===== src/rtl/cpu54_wb_arbiter_pkg.sv =====
`default_nettype none
// ============================================================================
// Module   : cpu54_wb_arbiter_pkg
// Brief    : Shared widths, arbiter state encoding and zero-register constant.
// Revision : 1.0 - initial release
// ============================================================================
package cpu54_wb_arbiter_pkg;

    localparam int c_dw       = 32;
    localparam int c_aw       = 5;
    localparam int c_zero_reg = 0;

    localparam logic [0:0] PRI_A = 1'b0;
    localparam logic [0:0] PRI_B = 1'b1;

endpackage
`default_nettype wire


===== src/rtl/cpu54_wb_scoreboard.sv =====
`default_nettype none
// ============================================================================
// Module   : cpu54_wb_scoreboard
// Brief    : Per-register pending bits with set-over-clear priority and lookup.
// Revision : 1.0 - initial release
// ============================================================================
module cpu54_wb_scoreboard
    import cpu54_wb_arbiter_pkg::*;
#(
    parameter int AW = c_aw
) (
    input  logic          clk,
    input  logic          rst,
    input  logic          i_mark_valid,
    input  logic [AW-1:0] i_mark_addr,
    input  logic          i_clr_valid,
    input  logic [AW-1:0] i_clr_addr,
    input  logic [AW-1:0] i_rs_addr,
    input  logic [AW-1:0] i_rt_addr,
    output logic          o_rs_pending,
    output logic          o_rt_pending
);

    localparam int c_nreg = 2 ** AW;

    logic [c_nreg-1:0] r_pending;
    logic [c_nreg-1:0] w_set_mask;
    logic [c_nreg-1:0] w_clr_mask;

    // The zero register can never become pending.
    always_comb begin
        w_set_mask = '0;
        w_clr_mask = '0;
        if (i_mark_valid && (i_mark_addr != AW'(c_zero_reg)))
            w_set_mask[i_mark_addr] = 1'b1;
        if (i_clr_valid)
            w_clr_mask[i_clr_addr] = 1'b1;
    end

    // Set applied after clear: a newer producer outranks the retiring one.
    always_ff @(posedge clk) begin
        if (rst)
            r_pending <= '0;
        else
            r_pending <= (r_pending & ~w_clr_mask) | w_set_mask;
    end

    assign o_rs_pending = r_pending[i_rs_addr];
    assign o_rt_pending = r_pending[i_rt_addr];

endmodule
`default_nettype wire


===== src/rtl/cpu54_wb_arbiter.sv =====
`default_nettype none
// ============================================================================
// Module   : cpu54_wb_arbiter
// Brief    : Round-robin two-requester writeback arbiter with register
//            scoreboard. Optional operand bypass via CPU54_WB_BYPASS_EN.
// Revision : 1.0 - initial release
// ============================================================================
module cpu54_wb_arbiter
    import cpu54_wb_arbiter_pkg::*;
#(
    parameter int DW = c_dw,
    parameter int AW = c_aw
) (
    input  logic          clock_in,
    input  logic          reset_signal,
    input  logic          a_valid,
    output logic          a_ready,
    input  logic [AW-1:0] a_addr,
    input  logic [DW-1:0] a_data,
    input  logic          b_valid,
    output logic          b_ready,
    input  logic [AW-1:0] b_addr,
    input  logic [DW-1:0] b_data,
    input  logic          mark_valid,
    input  logic [AW-1:0] mark_addr,
    input  logic [AW-1:0] rs_addr,
    input  logic [AW-1:0] rt_addr,
    output logic          rs_busy,
    output logic          rt_busy,
    output logic          wr_en,
    output logic [AW-1:0] wr_addr,
    output logic [DW-1:0] wr_data
`ifdef CPU54_WB_BYPASS_EN
    ,
    output logic          rs_fwd_valid,
    output logic [DW-1:0] rs_fwd_data,
    output logic          rt_fwd_valid,
    output logic [DW-1:0] rt_fwd_data
`endif
);

    logic [0:0]    r_state;
    logic [0:0]    w_state_nxt;
    logic          w_grant_a;
    logic          w_grant_b;
    logic          w_grant;
    logic [AW-1:0] w_gnt_addr;
    logic [DW-1:0] w_gnt_data;
    logic          r_wr_en;
    logic [AW-1:0] r_wr_addr;
    logic [DW-1:0] r_wr_data;
    logic          w_rs_pending;
    logic          w_rt_pending;

    // A lone requester always wins; the state only breaks ties.
    always_comb begin
        w_grant_a = 1'b0;
        w_grant_b = 1'b0;
        if (!reset_signal) begin
            if (a_valid && (!b_valid || (r_state == PRI_A)))
                w_grant_a = 1'b1;
            else if (b_valid)
                w_grant_b = 1'b1;
        end
    end

    assign w_grant    = w_grant_a | w_grant_b;
    assign w_gnt_addr = w_grant_b ? b_addr : a_addr;
    assign w_gnt_data = w_grant_b ? b_data : a_data;
    assign a_ready    = w_grant_a;
    assign b_ready    = w_grant_b;

    always_comb begin
        w_state_nxt = r_state;
        if (w_grant_a)
            w_state_nxt = PRI_B;
        else if (w_grant_b)
            w_state_nxt = PRI_A;
    end

    always_ff @(posedge clock_in) begin
        if (reset_signal) begin
            r_state   <= PRI_A;
            r_wr_en   <= 1'b0;
            r_wr_addr <= '0;
            r_wr_data <= '0;
        end else begin
            r_state <= w_state_nxt;
            // Writes to the zero register complete the handshake but are dropped.
            r_wr_en <= w_grant && (w_gnt_addr != AW'(c_zero_reg));
            if (w_grant) begin
                r_wr_addr <= w_gnt_addr;
                r_wr_data <= w_gnt_data;
            end
        end
    end

    assign wr_en   = r_wr_en;
    assign wr_addr = r_wr_addr;
    assign wr_data = r_wr_data;

    cpu54_wb_scoreboard #(
        .AW (AW)
    ) u_scoreboard (
        .clk          (clock_in),
        .rst          (reset_signal),
        .i_mark_valid (mark_valid),
        .i_mark_addr  (mark_addr),
        .i_clr_valid  (w_grant),
        .i_clr_addr   (w_gnt_addr),
        .i_rs_addr    (rs_addr),
        .i_rt_addr    (rt_addr),
        .o_rs_pending (w_rs_pending),
        .o_rt_pending (w_rt_pending)
    );

`ifdef CPU54_WB_BYPASS_EN
    logic w_rs_hit;
    logic w_rt_hit;

    assign w_rs_hit     = r_wr_en && (r_wr_addr == rs_addr) && (r_wr_addr != AW'(c_zero_reg));
    assign w_rt_hit     = r_wr_en && (r_wr_addr == rt_addr) && (r_wr_addr != AW'(c_zero_reg));
    assign rs_fwd_valid = w_rs_hit;
    assign rt_fwd_valid = w_rt_hit;
    assign rs_fwd_data  = r_wr_data;
    assign rt_fwd_data  = r_wr_data;
    assign rs_busy      = w_rs_pending & ~w_rs_hit;
    assign rt_busy      = w_rt_pending & ~w_rt_hit;
`else
    assign rs_busy = w_rs_pending;
    assign rt_busy = w_rt_pending;
`endif

endmodule
`default_nettype wire


===== config.mk =====
export PLATFORM = sky130hd
export DESIGN_NAME = cpu54_wb_arbiter
export DESIGN_NICKNAME = d
export VERILOG_FILES = /design/src/rtl/cpu54_wb_arbiter_pkg.sv /design/src/rtl/cpu54_wb_scoreboard.sv /design/src/rtl/cpu54_wb_arbiter.sv
export SDC_FILE = /design/constraint.sdc
export NUM_CORES = 1
export LEC_CHECK = 0
export CAP_MARGIN = 10
export CORE_UTILIZATION = 40
export DETAILED_ROUTE_END_ITERATION = 7
export PLACE_DENSITY = 0.72
export SYNTH_ARGS = -nofsm -noshare
export SYNTH_HDL_FRONTEND = slang
export SYNTH_SLANG_ARGS = --single-unit

===== constraint.sdc =====
create_clock -name clock_in -period 2.5 [get_ports clock_in]
set_clock_uncertainty 0.1 [all_clocks]
set_input_delay 0.5 -clock clock_in [delete_from_list [all_inputs] [get_ports clock_in]]
set_output_delay 0.5 -clock clock_in [all_outputs]
set_load 0.03 [all_outputs]

==> metrics <==
P_leak=2.13 nW; minimum clock period=2480 ps; global-route wire length before repair=20.1 mm; Vias/cell=5.69; crit path from=u_scoreboard.r_pending[1]; slowest CP cell=mux4_2; first-pass iteration count of the detailed router=5; largest net degree at the start of global routing=59; final worst-path cycle share=99.4%; gr usage total=25.4%; WP buf/inv=1; Crit. End Element=output pin; DRT antenna net count=0; Reg2Reg Depth=4; CP arrival=1880 ps; Fmax achieved=0.403 GHz; flop2flop setup slack=430 ps; RSZ-0062 raised after global routing=yes; hold_ws=386 ps; CP Launch Type=flop; Worst path depth=4; final worst-path setup slack=16.1 ps; Max rail drop VDD=0.000248 V; drt drc=0; switching power=877 µW; worst-path fanout max=3; Wirelength per Cell=17.4 µm; Clock Power Share=30.6%; die height=101 µm; CTS tree=built; share of cells above drive strength 1=19.0%; setup TNS=0 ps; total CTS buffers=9; Port Buffers=135; final core occ=62.6%; Final Net Count=690; capture point of the worst path=rs_busy; Finish-stage setup viols=0; commonest cells in the netlist=nand2_1, dfxtp_1, a311oi_1, nor2_1, a21oi_1; Slew HR=34.1%; GRT overflow=0; Netlist Area Pre-Place=0.00394 mm²; vias post-DR=4151; HPWL after DPL=9.44 mm; H-tree depth=3; area share of the largest cell type after synthesis=36.1%; post-synthesis async set-or-reset flop share=0%; Cell Rows=35; Max stage delay on crit path=480 ps; IO Pins=136; HP Class=reg2reg; Die ar.=0.0103 mm²; antenna violations before repair=0; Post-synth EDFFs=0; status=finished, final reports clean; fillers=825; vias in the first global route=4001; PwrDens=480 mW/mm²; worst r2r dst=u_scoreboard.r_pending[30]; Yosys reg bits=71; Net Sw Frac=31.1%; Post-Place Setup Slack=-978 ps; Worst-Margin Slew=988 ps; Clock Sinks=71; Clock transition at path regs=70 ps; Max clock buf depth=2; Die X=101 µm; core area=0.00937 mm²; clock latency on the worst-skew pair=340 ps; Inserted Diodes=0; dominant synthesized flop cell=dfxtp_1; reg-to-reg startpoint=r_state; Critical Path RT=1900 ps; P_int=1.94 mW; DRT iter0 DRCs=183; synth warn=0; Routed WL=12.7 mm; Critical Path, Cell by Cell=mux4_2 -> a2111oi_2 -> nor4_2 -> buf_4; combinational share of power=26.1%; top post-synthesis cells by area=dfxtp_1, a311oi_1, mux4_1; Synth cell types=42; max_cap viols=0; Slew Viols, Final=0; Synth area leader=dfxtp_1; most common cell in the netlist=nand2_1; Syn Nets=538; kind of cell adding the most delay to the critical path=multiplexers; Final Hold Viols=0; Synth Instances=444; Tot Pwr=2.82 mW; syn_area_per_cell=8.88 µm²; Routability Congestion=0.837; initial core utilization=42.1%; Area Overhead vs Synth=48.9%; sequential share of power=43.3%; clock root buffer=clkbuf_8; part of the Yosys area used for sequential elements=36.1%; Setup Crit Path Kind=reg2out
## worst min path at each step
stage	start	endpoint	slack (ps)	cells past startpoint
after CTS	u_scoreboard.r_pending[0]	u_scoreboard.r_pending[0]	380	2
after global routing	wr_data[4]	wr_data[4]	420	2
after floorplan	u_scoreboard.r_pending[0]	u_scoreboard.r_pending[0]	330	2
after detailed placement	u_scoreboard.r_pending[0]	u_scoreboard.r_pending[0]	370	2
final	u_scoreboard.r_pending[0]	u_scoreboard.r_pending[0]	390	2
after global placement	u_scoreboard.r_pending[0]	u_scoreboard.r_pending[0]	370	2
## worst reg2reg max path, cell delays in order, from the launching register on
cell	delay [ps]
dfxtp_1	420
nand2b_2	280
nand4b_1	130
a21oi_1	770
a311oi_1	220
## logic make-up (layout without fill, tap and decap cells)
| group | count (synthesis) | count (layout) | share of synthesized area [%] |
|---|---|---|---|
| AOI/OAI and AO/OA | 127 | 127 | 24.0 |
| buffers and inverters | 38 | 195 | 4.70 |
| and+or+nand+nor | 178 | 178 | 21.1 |
| muxes | 30 | 30 | 14.2 |
| DFF | 71 | 71 | 36.1 |
## flip-flops by register name (all words and copies together) (netlist names)
signal                  flops
u_scoreboard.r_pending     32
wr_addr                     5
wr_en                       1
r_state                     1
wr_data                    32
## placed cells by master, fill, tap and decap left out, drive strengths merged, types with 3 or more instances in the layout
| master | netlist | final |
|---|---|---|
| a21oi | 38 | 38 |
| a221oi | 4 | 4 |
| a22oi | 4 | 4 |
| a311oi | 60 | 60 |
| and3 | 4 | 4 |
| buf | 17 | 49 |
| clkbuf | 19 | 10 |
| clkdlybuf4s50 | 0 | 124 |
| clkinv | 0 | 3 |
| dfxtp | 71 | 71 |
| inv | 2 | 4 |
| mux2 | 4 | 4 |
| mux2i | 10 | 10 |
| mux4 | 16 | 16 |
| nand2 | 89 | 89 |
| nand2b | 7 | 7 |
| nand3b | 8 | 8 |
| nand4b | 4 | 4 |
| nor2 | 40 | 40 |
| nor2b | 9 | 9 |
| nor3b | 4 | 4 |
| o21ai | 16 | 16 |
## stage by stage
step                cell area, µm²  cells
finish                        5870    730
global placement              5620    710
detailed placement            5620    710
floorplan                     3950    444
CTS                           5840    730
global route                  5870    730
## repair_timing
action | CTS | global route
hold buffers | 0 | 0
gates resized for setup | 46 | 20
endpoints found under the setup margin | 2 | 4
pin swaps | 8 | 5
setup buffers | 4 | 1
## metal layers
layer  up-vias  global-route usage [%]  wire (µm)  part of all wire (%)
met1      1963                    29.6       4930                    39
met4         0                    7.69        176                   1.4
li1       1990                       -          -                     -
met5         -                       0          0                     0
met3        16                    7.38       1020                   8.0
met2       182                    44.9       6570                    52
## power groups by stage
| stage | registers [mW] | clock network (mW) | logic, mW |
|---|---|---|---|
| CTS | 1.22 | 0.873 | 0.733 |
| global placement | 1.24 | 0 | 0.708 |
| detailed placement | 1.24 | 0 | 0.719 |
| floorplan | 1.33 | 0 | 0.260 |
| finish | 1.22 | 0.862 | 0.736 |
| global route | 1.23 | 0.937 | 0.790 |
## area by class of cell
type                       count  area (µm²)  share of cell area [%]
clock buffer                  10         138                    2.35
clock inverter                 6        43.8                   0.746
inverter                       2        7.51                   0.128
multi-input combinational    335        2380                    40.5
sequential                    71        1430                    24.4
tap                          129         161                    2.75
timing repair buffer         177        1710                    29.1
(Power assumes the default switching activity.)
